$ cat src/rtl/rv32i_pkg.sv
// Shared RV32I load/store encodings and the LSU request legality check.
package rv32i_pkg;

    typedef enum logic [6:0] {
        OpLoad  = 7'b0000011,
        OpStore = 7'b0100011
    } opcode_e;

    localparam logic [2:0] F3Byte  = 3'd0;
    localparam logic [2:0] F3Half  = 3'd1;
    localparam logic [2:0] F3Word  = 3'd2;
    localparam logic [2:0] F3ByteU = 3'd4;
    localparam logic [2:0] F3HalfU = 3'd5;

    // Unsigned widths have no meaning for stores, so BU/HU are rejected there.
    function automatic logic lsu_access_err(input logic [6:0] op, input logic [2:0] f3,
                                            input logic [1:0] off);
        logic is_load;
        logic is_store;
        logic bad_f3;
        logic misal;
        is_load  = (op == OpLoad);
        is_store = (op == OpStore);
        bad_f3   = 1'b0;
        misal    = 1'b0;
        case (f3)
            F3Byte:  misal = 1'b0;
            F3Half:  misal = off[0];
            F3Word:  misal = (off != 2'b00);
            F3ByteU: bad_f3 = is_store;
            F3HalfU: begin
                bad_f3 = is_store;
                misal  = off[0];
            end
            default: bad_f3 = 1'b1;
        endcase
        return !(is_load || is_store) || bad_f3 || misal;
    endfunction

endpackage

$ cat src/rtl/lsu_load_align.sv
// Selects the addressed lane of a read word and sign/zero-extends it.
module lsu_load_align
    import rv32i_pkg::*;
(
    input  logic [31:0] rdata_i,
    input  logic [1:0]  off_i,
    input  logic [2:0]  funct3_i,
    output logic [31:0] value_o
);

    logic [31:0] shifted;

    assign shifted = rdata_i >> {off_i, 3'b000};

    always_comb begin
        value_o = rdata_i;
        case (funct3_i)
            F3Byte:  value_o = {{24{shifted[7]}}, shifted[7:0]};
            F3Half:  value_o = {{16{shifted[15]}}, shifted[15:0]};
            F3ByteU: value_o = {24'b0, shifted[7:0]};
            F3HalfU: value_o = {16'b0, shifted[15:0]};
            default: value_o = rdata_i;
        endcase
    end

endmodule

$ cat src/rtl/lsu_controller.sv
// Single-outstanding load/store unit: latches a request, drives one memory
// access and reports completion (or a rejected request) with a done pulse.
module lsu_controller
    import rv32i_pkg::*;
(
    input  logic        clk,
    input  logic        rst_n,
    input  logic        start_i,
    input  logic [6:0]  op_code_i,
    input  logic [2:0]  funct3_i,
    input  logic [31:0] address_i,
    input  logic [31:0] store_data_i,
    input  logic [31:0] mem_rdata_i,
    output logic        busy_o,
    output logic        done_o,
    output logic        error_o,
    output logic [31:0] load_data_o,
    output logic [31:0] mem_addr_o,
    output logic        mem_we_o,
    output logic        mem_re_o,
    output logic [3:0]  mem_wmask_o,
    output logic [31:0] mem_wdata_o
);

    typedef enum logic [2:0] {
        StIdle,
        StStore,
        StLoadReq,
        StLoadWait,
        StDone
    } state_e;

    state_e      state_q, state_d;
    logic [2:0]  f3_q;
    logic [31:0] addr_q;
    logic [31:0] sdata_q;
    logic        err_q;
    logic [31:0] load_data_q;
    logic        latch_en;
    logic        req_err;
    logic [31:0] align_value;

    assign req_err = lsu_access_err(op_code_i, funct3_i, address_i[1:0]);

    always_comb begin
        state_d  = state_q;
        latch_en = 1'b0;
        unique case (state_q)
            StIdle: begin
                if (start_i) begin
                    latch_en = 1'b1;
                    if (req_err) begin
                        state_d = StDone;
                    end else if (op_code_i == OpStore) begin
                        state_d = StStore;
                    end else begin
                        state_d = StLoadReq;
                    end
                end
            end
            StStore:    state_d = StDone;
            StLoadReq:  state_d = StLoadWait;
            StLoadWait: state_d = StDone;
            StDone:     state_d = StIdle;
            default:    state_d = StIdle;
        endcase
    end

    always_ff @(posedge clk or negedge rst_n) begin
        if (!rst_n) begin
            state_q     <= StIdle;
            f3_q        <= 3'b0;
            addr_q      <= 32'b0;
            sdata_q     <= 32'b0;
            err_q       <= 1'b0;
            load_data_q <= 32'b0;
        end else begin
            state_q <= state_d;
            if (latch_en) begin
                f3_q    <= funct3_i;
                addr_q  <= address_i;
                sdata_q <= store_data_i;
                err_q   <= req_err;
            end
            // Read data is valid exactly one cycle after the read strobe.
            if (state_q == StLoadWait) begin
                load_data_q <= align_value;
            end
        end
    end

    lsu_load_align u_load_align (
        .rdata_i  (mem_rdata_i),
        .off_i    (addr_q[1:0]),
        .funct3_i (f3_q),
        .value_o  (align_value)
    );

    always_comb begin
        busy_o      = (state_q != StIdle);
        done_o      = (state_q == StDone);
        error_o     = (state_q == StDone) && err_q;
        mem_we_o    = (state_q == StStore);
        mem_re_o    = (state_q == StLoadReq);
        mem_addr_o  = 32'b0;
        mem_wmask_o = 4'b0;
        mem_wdata_o = 32'b0;
        if (mem_we_o || mem_re_o) begin
            mem_addr_o = {addr_q[31:2], 2'b00};
        end
        if (mem_we_o) begin
            case (f3_q)
                F3Byte: begin
                    mem_wmask_o = 4'b0001 << addr_q[1:0];
                    mem_wdata_o = {4{sdata_q[7:0]}};
                end
                F3Half: begin
                    mem_wmask_o = 4'b0011 << addr_q[1:0];
                    mem_wdata_o = {2{sdata_q[15:0]}};
                end
                default: begin
                    mem_wmask_o = 4'b1111;
                    mem_wdata_o = sdata_q;
                end
            endcase
        end
    end

    assign load_data_o = load_data_q;

endmodule
$ cat config.mk
export PLATFORM = sky130hd
export DESIGN_NAME = lsu_controller
export DESIGN_NICKNAME = d
export VERILOG_FILES = /design/src/rtl/rv32i_pkg.sv /design/src/rtl/lsu_load_align.sv /design/src/rtl/lsu_controller.sv
export SDC_FILE = /design/constraint.sdc
export NUM_CORES = 1
export LEC_CHECK = 0
export BUFFER_PORTS_ARGS = -buffer_cell sky130_fd_sc_hd__buf_4
export CAP_MARGIN = 30
export CORE_AREA = 2 2 117 108
export CTS_CLUSTER_DIAMETER = 80
export DETAILED_ROUTE_END_ITERATION = 7
export DIE_AREA = 0 0 119 110
export PLACE_DENSITY = 0.74
export SKIP_CTS_REPAIR_TIMING = 1
export SYNTH_ARGS = -nofsm -noshare
export SYNTH_HDL_FRONTEND = slang
export SYNTH_SLANG_ARGS = --single-unit
$ cat constraint.sdc
create_clock -name clk -period 2.1 [get_ports clk]
set_clock_uncertainty 0.1 [all_clocks]
set_input_delay 0.21 -clock clk [delete_from_list [all_inputs] [get_ports clk]]
set_output_delay 0.21 -clock clk [all_outputs]
set_load 0.02 [all_outputs]
-- After elaboration in Yosys (flattened, before gate mapping)
Cells that the tools add are included.
- register bits: 103
- output and inout port bits: 105
- logic and storage cells: 52
- equal/unequal tests: 14
- shifts and indexed selects: 3
- mux-type cells: 14
- reduce and logical (&&, ||, !) cells: 15
- operators by type and width (operator ; number):
    $pmux W32 S4 ; 1
    $mux W32 ; 2
    $pmux W32 S2 ; 1
    $shr A32 B5 Y16 ; 1
    $eq A3 B3 Y1 const B ; 5
    $eq A3 B1 Y1 const B ; 3
    $eq A3 B2 Y1 const B ; 3
    $logic_not A3 Y1 ; 3
    $pmux W3 S3 ; 1
    $pmux W4 S2 ; 1
    $eq A7 B2 Y1 const B ; 1
    $eq A7 B6 Y1 const B ; 1
    $mux W3 ; 2
    $reduce_or A2 Y1 ; 3
    $logic_or A1 B1 Y1 ; 4
    $mux W4 ; 1
    $pmux W1 S2 ; 2
    $shl A1 B2 Y4 const A ; 1
    $shl A2 B2 Y4 const A ; 1
    $reduce_bool A3 Y1 ; 1
    $reduce_or A3 Y1 ; 1
    $mux W1 ; 2
    $mux W2 ; 1
    $ne A2 B2 Y1 const B ; 1
    3 further kinds ; 3

-- Logic depth before layout (Yosys ltp)
Gate-level depths: netlist of the first run.
- word-level depth: 8
- depth in mapped cells: 6
- gate-level depth less buffers: 4

-- By module
From an unflattened synthesis of the first run, not the netlist that was laid out.
- cell total of the unflattened synthesis: 483
- area, all modules: 5472.7 um2
- modules (own cells, without submodules) (module ; times used ; cells each ; area each (um2) ; seq. area each (um2)):
    lsu_controller ; 1 ; 377 ; 4780.8 ; 2577.5
    lsu_load_align ; 1 ; 106 ; 691.9 ; 0.0

-- Least setup slack after synthesis of the first run
No wires, ideal clock.
- path type: register -> output
- start: register f3_q[1]
- end: output mem_wdata_o[29]
- data arrival time: 1.723 ns
- required time: 1.790 ns
- setup slack: 0.067 ns
- stages on the path, launching flop included: 6
- path buffers: 2
- cells stage by stage: dfrtp_1 > clkbuf_1 > nor2_2 > clkbuf_1 > nor2_1 > a211oi_1
- word-level cells in the longest chain between the ends: 3
- elaborated cells on any way between the ends: 4
- classes of those cells: eq/ne (1); mux (2); reduce/logical (1)
- RTL lines (what ; RTL line ; RTL):
    from (decl) ; lsu_controller.sv:34 ; logic [2:0] f3_q;
    from (signal assigned) ; lsu_controller.sv:80 ; f3_q <= funct3_i;
    $eq A3 B1 Y1 or $logic_not A3 Y1 (tied branches) ; lsu_controller.sv:112 ; case (f3_q)
    $pmux W32 S2 (*) ; lsu_controller.sv:112 ;
    $mux W32 (*) ; lsu_controller.sv:111 ; if (mem_we_o) begin
    to (decl) ; lsu_controller.sv:22 ; output logic [31:0] mem_wdata_o
Mark *: on every way between the ends. The rest lies on a longest branch, timed or not.

-- Worst setup path in the final report of the first run
- start: register addr_q[0]
- end: output mem_wmask_o[2]
- word-level cells in the longest chain between the ends: 3
- elaborated cells on any way between the ends: 4
- classes of those cells: shift (2); mux (2)
- RTL lines (what ; RTL line ; RTL):
    from (decl) ; lsu_controller.sv:35 ; logic [31:0] addr_q;
    from (signal assigned) ; lsu_controller.sv:81 ; addr_q <= address_i;
    $shl A2 B2 Y4 or $shl A1 B2 Y4 (tied branches) ; lsu_controller.sv:118, lsu_controller.sv:114 ;
    $pmux W4 S2 (*) ; lsu_controller.sv:112 ;
    $mux W4 (*) ; lsu_controller.sv:111 ;
    to (decl) ; lsu_controller.sv:21 ; output logic [3:0] mem_wmask_o,
Marked as above.

==> results of run 1 <==
==> cell families after synthesis <==
kind of cell	Yosys count	share of synthesized area, %
AOI/OAI and AO/OA	93	11.3
xor gates and xnor gates	1	0.168
buffers and inverters	46	3.92
DFF	103	49.5
muxes	89	18.9
other	1	0.0721
and+or+nand+nor	171	16.0
==> power breakdown <==
| group | leakage (nW) | switching, mW | total (mW) | internal (mW) |
|---|---|---|---|---|
| clock | 0.134 | 0.751 | 1.67 | 0.924 |
| combinational | 2.35 | 0.507 | 1.08 | 0.569 |
| sequential | 1.15 | 0.147 | 2.34 | 2.19 |
==> how the worst max path moves through the flow <==
| stage | startpoint | endpoint | slack, ps | cells after the start |
|---|---|---|---|---|
| 2_1_floorplan | f3_q[1] | mem_wdata_o[29] | 70 | 5 |
| 3_3_place_gp | addr_q[1] | load_data_o[21] | 280 | 4 |
| 3_5_place_dp | addr_q[1] | load_data_o[24] | 180 | 4 |
| 4_1_cts | state_q[1] | mem_wdata_o[31] | -90 | 5 |
| 5_1_grt | state_q[1] | mem_wdata_o[25] | 1 | 5 |
| 6_report | addr_q[0] | mem_wmask_o[2] | 130 | 5 |
==> layout by cell type, fill, tap and decap left out, types with 3 or more instances in the layout <==
master         netlist  layout
inv_1                5       5
nand2_1             57      56
buf_4                2     224
and2_1              31      31
mux2i_1             22      22
mux2_2              66      66
a21oi_1             28      28
nand3_1             33      33
dfrtp_1            103     101
o21ai_0             23      23
and3_1               9       8
buf_12               0       4
clkbuf_16            0       9
nand2b_1             3       3
o22ai_1             11      11
clkinvlp_4           0       4
nor2_1              26      25
dlygate4sd3_1        0      28
a2bb2oi_1            5       5
a211oi_1             9       7
o2bb2ai_1            5       5
buf_6                1       3
==> area by class of cell <==
| type | instances | area (sq um) | share of cell area, % |
|---|---|---|---|
| multi-input cells | 356 | 2450 | 32.2 |
| flip-flops and latches | 103 | 2580 | 33.8 |
| inverters | 5 | 18.8 | 0.246 |
| repair buffers | 259 | 2080 | 27.2 |
| well taps | 160 | 200 | 2.62 |
| clock buffers | 9 | 225 | 2.95 |
| clock inverters | 7 | 73.8 | 0.968 |
==> sequential cells by signal (all words and copies together), names as in the netlist <==
signal,flops
sdata_q,32
f3_q,3
state_q,3
addr_q,32
load_data_o,32
err_q,1
==> routing by layer <==
layer  up-vias  share of wire [%]
li1       2226                  -
met1      2281                 41
met2       214                 49
met3        29                7.4
met4         0                2.3
met5         -                  0
==> worst reg2reg max path: cells and delay by family, from the launching register on <==
kind | cells | cell delay [ps]
flops | 1 | 370
compound gates | 1 | 400
simple gates | 2 | 340
mux | 1 | 560
==> metrics by stage <==
stage	hold slack (ps)	area (sq um)	power, mW	instances	TNS (ps)
after detailed placement	223	7010	3.39	855	0
after global routing	0.254	7630	5.33	899	0
after global placement	220	7010	3.35	855	0
after CTS	-142	7310	5.06	871	-885
final	-3.14	7630	5.09	899	0
after floorplan	-186	5210	2.95	505	0
==> impl_metrics.ini, run 1 <==
[timing]
hold_viol = 3
fin_ws_ps = 127
hold_slack_ps = -3.14
worst_pin_slew_ps = 562
fin_crit_ps = 1970
max-slew-margin-rel_pct = 62.5
rsz0062_at_grt = false
min_period_over_period_pct = 93.9
fmax_mhz = 507
setup_viol = 0
slew_violations = 0

[critical_path]
cp_max_fo = 21
worst-endpoint-arrival_ps = 1660
critPathSlowestCell = dfrtp_1
critPathTopFamily = simple AND/OR/NAND/NOR gates
critPathMaxStageDelay_ps = 370
worst-setup-path-type = flop to output port
cp-start-kind = flop
worstReg2RegEnd = load_data_o[24]
crit_buf_inv = 2
rr_worst_depth = 4
required_ps = 1790
crit_chain = buf_6, nor2b_2, a211oi_1, nor2_1, buf_4
crit_path_end_kind = output port
reg2reg_from = addr_q[1]
reg2reg_slack_ps = 190

[synth]
async_reset_ff_share_pct = 100
ys_seq_area_share_pct = 49.5
synth_cell_type_count = 43
synth_common_cells = 103 x dfrtp_1, 66 x mux2_2, 57 x nand2_1, 33 x nand3_1, 31 x and2_1
synthTopCellsByArea = dfrtp_1 50%, mux2_2 14%, mux2i_1 4.2%
postSynthCellCount = 504
synth_top_cell_area_share_pct = 49.5
syn_area_sq_um = 5200
synthFlopType = dfrtp_1
ys_seq_elements = 103
synth_edf_count = 0
yosys_warnings = 0
yosys.area.top_type = dfrtp_1
syn_avg_cell_area_sq_um = 10.3
yosysMostFrequentCell = dfrtp_1

[finish]
drive_above_1_share_pct = 44.4
final_util_pct = 64.4
n_fill_cell = 958
num_antenna_cells = 0
nets = 843
syn_to_final_growth_pct = 46.6

[pwr]
power_density_nw_per_um2 = 667
p_leak_nw = 3.64
worst_ir_drop_vdd_mv = 0.378

[hold_path]
whs_endpoint = sdata_q[2]
min_path_cells = 2
min_path_type = primary input to flop
hp-start = store_data_i[2]

[floorplanning]
core.rowCount = 38
die_w_um = 119
ios = 214
core_area_sq_um = 11800
die_area_sq_um = 13100
die_y_um = 110
initial_utilization_pct = 44.0

[global_route]
grt_util_all_layers_pct = 22.7
grt_use_met1_pct = 29.7
grt_pass1_vias = 4629
grt_max_degree = 104
grt_antenna_before_repair = 0
grt-busiest-layer = met2
grt_pass1_wl_um = 23500
grtUsageMet3_pct = 4.78
overflow = 0
grt_util_met2_pct = 37.6

[routing]
drt_iter0_drc = 270
wirelength_um = 15100
firstDrtPassIters = 5
num_vias = 4750
postRouteAntennaNets = 0
detail_route.wl_per_cell_um = 16.8
drc = 0
viasPerCell = 5.28

[place]
routabilityCongestion = 0.849
dp_slack_ps = 180
dp_hpwl_um = 11000
io_buffers = 211

[clock_tree]
path_clk_slew_ps = 70
cts_tree = yes
numCtsBuffers = 9
cts_sinks = 103
insertion_delay_ps = 340
cts_root_buffer = clkbuf_16
htreeDepth = 3
max-clock-path-buffers = 2

[run]
cap_violations = 0

[status]
violations = negative hold slack
status = finished, violations left
Note: power is estimated with default switching activity, not from simulation.
==> inputs of run 2 (changes only) <==
MAX_ROUTING_LAYER = met4   (was not set)
SLEW_MARGIN = 20   (was not set)
==> run 2 against run 1 <==
The flow still finishes with violations (negative hold slack). Register-to-register slack hardly changed. Power is 0.22% lower. Flip-flop and latch count stayed put. Cell count is 0.56% higher. Final area is 0.66% higher. Via count is 0.69% higher. Worst setup slack worse by 8.2 ps. Wire length is 0.44% higher. Fmax is 0.41% lower. Largest cell class unchanged. Highest routed layer unchanged.
==> impl_metrics.ini, run 2 (same netlist as run 1, synthesis figures left out) <==
[status]
status = finished, violations left
violations = negative hold slack

[floorplanning]
ios = 214
core.rowCount = 38
die_y_um = 110
core_area_sq_um = 11800
die_w_um = 119
die_area_sq_um = 13100
initial_utilization_pct = 44.0

[timing]
min_period_over_period_pct = 94.3
max-slew-margin-rel_pct = 63.7
fin_crit_ps = 1980
hold_viol = 3
fin_tns_setup_ps = 0
rsz0062_at_grt = false
hold_slack_ps = -7.09
fin_ws_ps = 119
worst_pin_slew_ps = 545
setup_viol = 0
fmax_mhz = 505
slew_violations = 0

[critical_path]
crit_path_end_kind = output port
cp_max_fo = 24
critPathMaxStageDelay_ps = 460
crit_buf_inv = 2
cp-start-kind = flop
worst-endpoint-arrival_ps = 1670
worst-setup-path-type = flop to output port
required_ps = 1790
critPathTopFamily = flip-flops
critPathSlowestCell = dfrtp_2
crit_chain = nor2_4, nand2_2, buf_12, a211oi_1, buf_4

[clock_tree]
cts_tree = yes
numCtsBuffers = 9
max-clock-path-buffers = 2
cts_sinks = 103
cts_root_buffer = clkbuf_16
path_clk_slew_ps = 70
insertion_delay_ps = 340
htreeDepth = 3

[routing]
viasPerCell = 5.29
wirelength_um = 15200
postRouteAntennaNets = 0
detail_route.wl_per_cell_um = 16.8
num_vias = 4783
firstDrtPassIters = 4
drc = 0
drt_iter0_drc = 246

[place]
dp_slack_ps = 199
place_area_sq_um = 7010
place_inst = 854
dp_hpwl_um = 10800
routabilityCongestion = 0.865
io_buffers = 211

[pwr]
p_leak_nw = 3.67
worst_ir_drop_vdd_mv = 0.378
power_density_nw_per_um2 = 661
power_mw = 5.08

[finish]
stdcell_area_sq_um = 7680
stdcell_count = 904
nets = 849
num_antenna_cells = 0
drive_above_1_share_pct = 43.4
final_common_cell = buf_4
syn_to_final_growth_pct = 47.6
final_cell_mix = 223 x buf_4, 101 x dfrtp_1, 66 x mux2_2, 56 x nand2_1, 35 x dlygate4sd3_1

[global_route]
grt_pass1_wl_um = 23300
grt_max_degree = 104
grt_pass1_vias = 4491
grt_util_all_layers_pct = 23.2
overflow = 0
grt_antenna_before_repair = 0

[run]
cap_violations = 0

[hold_path]
min_path_type = primary input to flop
==> run 2: cell count changes in the layout (fill, tap and decap cells not counted), sizes merged <==
cell and change:
clkbuf +1, dlygate4sd3 +7, clkinv -1, clkinvlp -2, inv +1, buf -1
==> run 2: metrics by stage <==
stage | hold WS [ps] | utilization (%)
final | -7.09 | 64.9
after global routing | -3.74 | 64.9
after CTS | -146 | 61.7
after detailed placement | 221 | 59.2
after global placement | 218 | 59.2
after floorplan | -186 | -
==> run 2: worst paths after layout <==
path                                 start         endpoint  slack (ps)  cells after the start
setup / recovery                state_q[1]  mem_wdata_o[31]         120                      5
hold / removal             store_data_i[1]       sdata_q[1]          -7                      2
setup reg to reg                 addr_q[1]  load_data_o[23]         200                      4
hold reg to reg             load_data_o[5]   load_data_o[5]         380                      2
max in group asynchronous            rst_n          f3_q[0]        1100                      3
min in group asynchronous            rst_n       addr_q[16]         380                      3
==> run 2: report_power, final <==
part	internal [mW]	switching, mW	total [mW]
logic	0.581	0.507	1.09
registers	2.19	0.145	2.34
clock network	0.921	0.733	1.65
==> run 2: metal layers <==
layer  part of all wire, %  vias to the layer above  wire (um)  global-route usage (%)
met4                   1.9                        0        295                    6.63
li1                      -                     2247          -                       -
met1                    42                     2303       6430                    29.6
met2                    50                      206       7590                    38.1
met5                     0                        -          0                       -
met3                   5.8                       27        884                    4.63
==> run 2: layout make-up <==
| cell class | count | area, sq um |
|---|---|---|
| Clock inverter | 5 | 58.8 |
| Multi-Input combinational cell | 356 | 2440 |
| Tap cell | 160 | 200 |
| Fill cell | 959 | 4160 |
| Clock buffer | 10 | 229 |
| Inverter | 5 | 18.8 |
| Sequential cell | 103 | 2580 |
| Timing Repair Buffer | 265 | 2150 |
==> inputs of run 3 (changes only) <==
SETUP_SLACK_MARGIN = 0.3   (was not set)
==> run 3 against run 2 <==
The flow still finishes with violations (negative hold slack). Final area up 13%. Non-clock buffer count up 43. Die area unchanged. Cell count up 5.0%. Clock-buffer cell count unchanged. Worst setup slack worse by 11 ps. Critical path depth unchanged. Combinational power up 26%. Sequential share of layout area down 3.9 points. Highest routed layer unchanged.
==> impl_metrics.ini, run 3 (same netlist as run 1, synthesis figures left out) <==
[status]
status = finished, violations left
violations = negative hold slack

[routing]
wirelength_um = 18700
viasPerCell = 5.44
drt_iter0_drc = 280
postRouteAntennaNets = 0
detail_route.wl_per_cell_um = 19.7
firstDrtPassIters = 5
num_vias = 5166
drc = 0

[place]
routabilityCongestion = 0.896
dp_hpwl_um = 11100
io_buffers = 211
place_inst = 853
place_area_sq_um = 6980

[floorplanning]
core_area_sq_um = 11800
core.rowCount = 38
die_w_um = 119
die_y_um = 110
ios = 214
die_area_sq_um = 13100
initial_utilization_pct = 44.0

[timing]
min_period_over_period_pct = 94.9
fin_tns_setup_ps = 0
slew_violations = 0
fin_crit_ps = 1990
rsz0062_at_grt = true
fmax_mhz = 502
max-slew-margin-rel_pct = 66.3
hold_viol = 1
worst_pin_slew_ps = 501
setup_viol = 0
hold_slack_ps = -3.18

[global_route]
grt_pass1_wl_um = 23600
grt_util_all_layers_pct = 23.8
overflow = 0
grt_max_degree = 71
grt_pass1_vias = 4587
grt_antenna_before_repair = 0

[clock_tree]
path_clk_slew_ps = 70
htreeDepth = 3
numCtsBuffers = 9
cts_tree = yes
max-clock-path-buffers = 2
cts_sinks = 103
cts_root_buffer = clkbuf_16
insertion_delay_ps = 350

[finish]
final_common_cell = buf_4
stdcell_count = 949
num_antenna_cells = 0
final_cell_mix = 196 x buf_4, 97 x dfrtp_1, 66 x mux2_2, 58 x dlygate4sd3_1, 51 x nand2_1
nets = 893
stdcell_area_sq_um = 8710
syn_to_final_growth_pct = 67.5
n_fill_cell = 802
drive_above_1_share_pct = 52.3

[critical_path]
required_ps = 1790
crit_path_end_kind = output port
critPathSlowestCell = dfrtp_2
worst-endpoint-arrival_ps = 1680
crit_chain = nor2_4, buf_8, nor2_2, a211oi_2, buf_4
cp_max_fo = 8
critPathMaxStageDelay_ps = 460
worst-setup-path-type = flop to output port
cp-start-kind = flop

[pwr]
power_density_nw_per_um2 = 655
p_leak_nw = 4.02
worst_ir_drop_vdd_mv = 0.530

[run]
cap_violations = 0

[hold_path]
min_path_type = primary input to flop
run 3: cell types whose count changed in the layout (fill, tap and decap cells not counted), sizes merged, moves of 2 or more:
| cell | before | now |
|---|---|---|
| dlygate4sd3 | 35 | 58 |
| buf | 230 | 246 |
| clkbuf | 10 | 14 |
| bufinv | 1 | 3 |
run 3: worst paths after layout:
| kind | startpoint | to | slack (ps) | cells after the start |
|---|---|---|---|---|
| min in group asynchronous | rst_n | addr_q[17] | 240 | 2 |
| min reg2reg | load_data_o[0] | load_data_o[0] | 390 | 2 |
| max reg2reg | addr_q[1] | load_data_o[23] | 280 | 5 |
| max | f3_q[2] | mem_wdata_o[25] | 110 | 5 |
| max in group asynchronous | rst_n | load_data_o[3] | 910 | 3 |
| min | store_data_i[5] | sdata_q[5] | -3 | 2 |
run 3: metrics by stage:
step                total power, mW  hold slack [ps]  utilization [%]  setup slack [ps]
finish                         5.71            -3.18             73.6               108
floorplan                      2.96             -186                -               241
detailed placement             3.39             80.3             58.9               201
global route                   5.93            -8.64             73.6              38.9
CTS                            5.32             -298             61.8              11.1
global placement               3.35             67.8             58.9               272
run 3: critical path: cells and delay by family, from the launching register on:
kind,cells,cell delay [ps]
buffers and inverters,2,360
DFF,1,460
and+or+nand+nor,2,320
AOI/OAI and AO/OA,1,180
run 3: cell type report:
type	instances	area [sq um]	share of cell area (%)
inverter	5	18.8	0.215
clock inverter	6	115	1.32
sequential	103	2580	29.7
tap	160	200	2.30
clock buffer	10	229	2.63
timing repair buffer	308	2790	32.0
multi-input combinational	357	2780	31.9
run 3: layer usage:
metal	global-route usage, %	vias to the layer above	part of all wire, %
li1	-	2335	-
met5	-	-	0
met3	6.07	39	8.1
met1	30.5	2497	40
met4	7.06	0	2.4
met2	37.8	295	49
run 3: power breakdown:
group / leakage [nW] / internal [mW] / switching, mW / total (mW)
clock network: 0.164 / 1.18 / 0.777 / 1.95
registers: 1.15 / 2.19 / 0.190 / 2.38
logic: 2.71 / 0.725 / 0.650 / 1.37
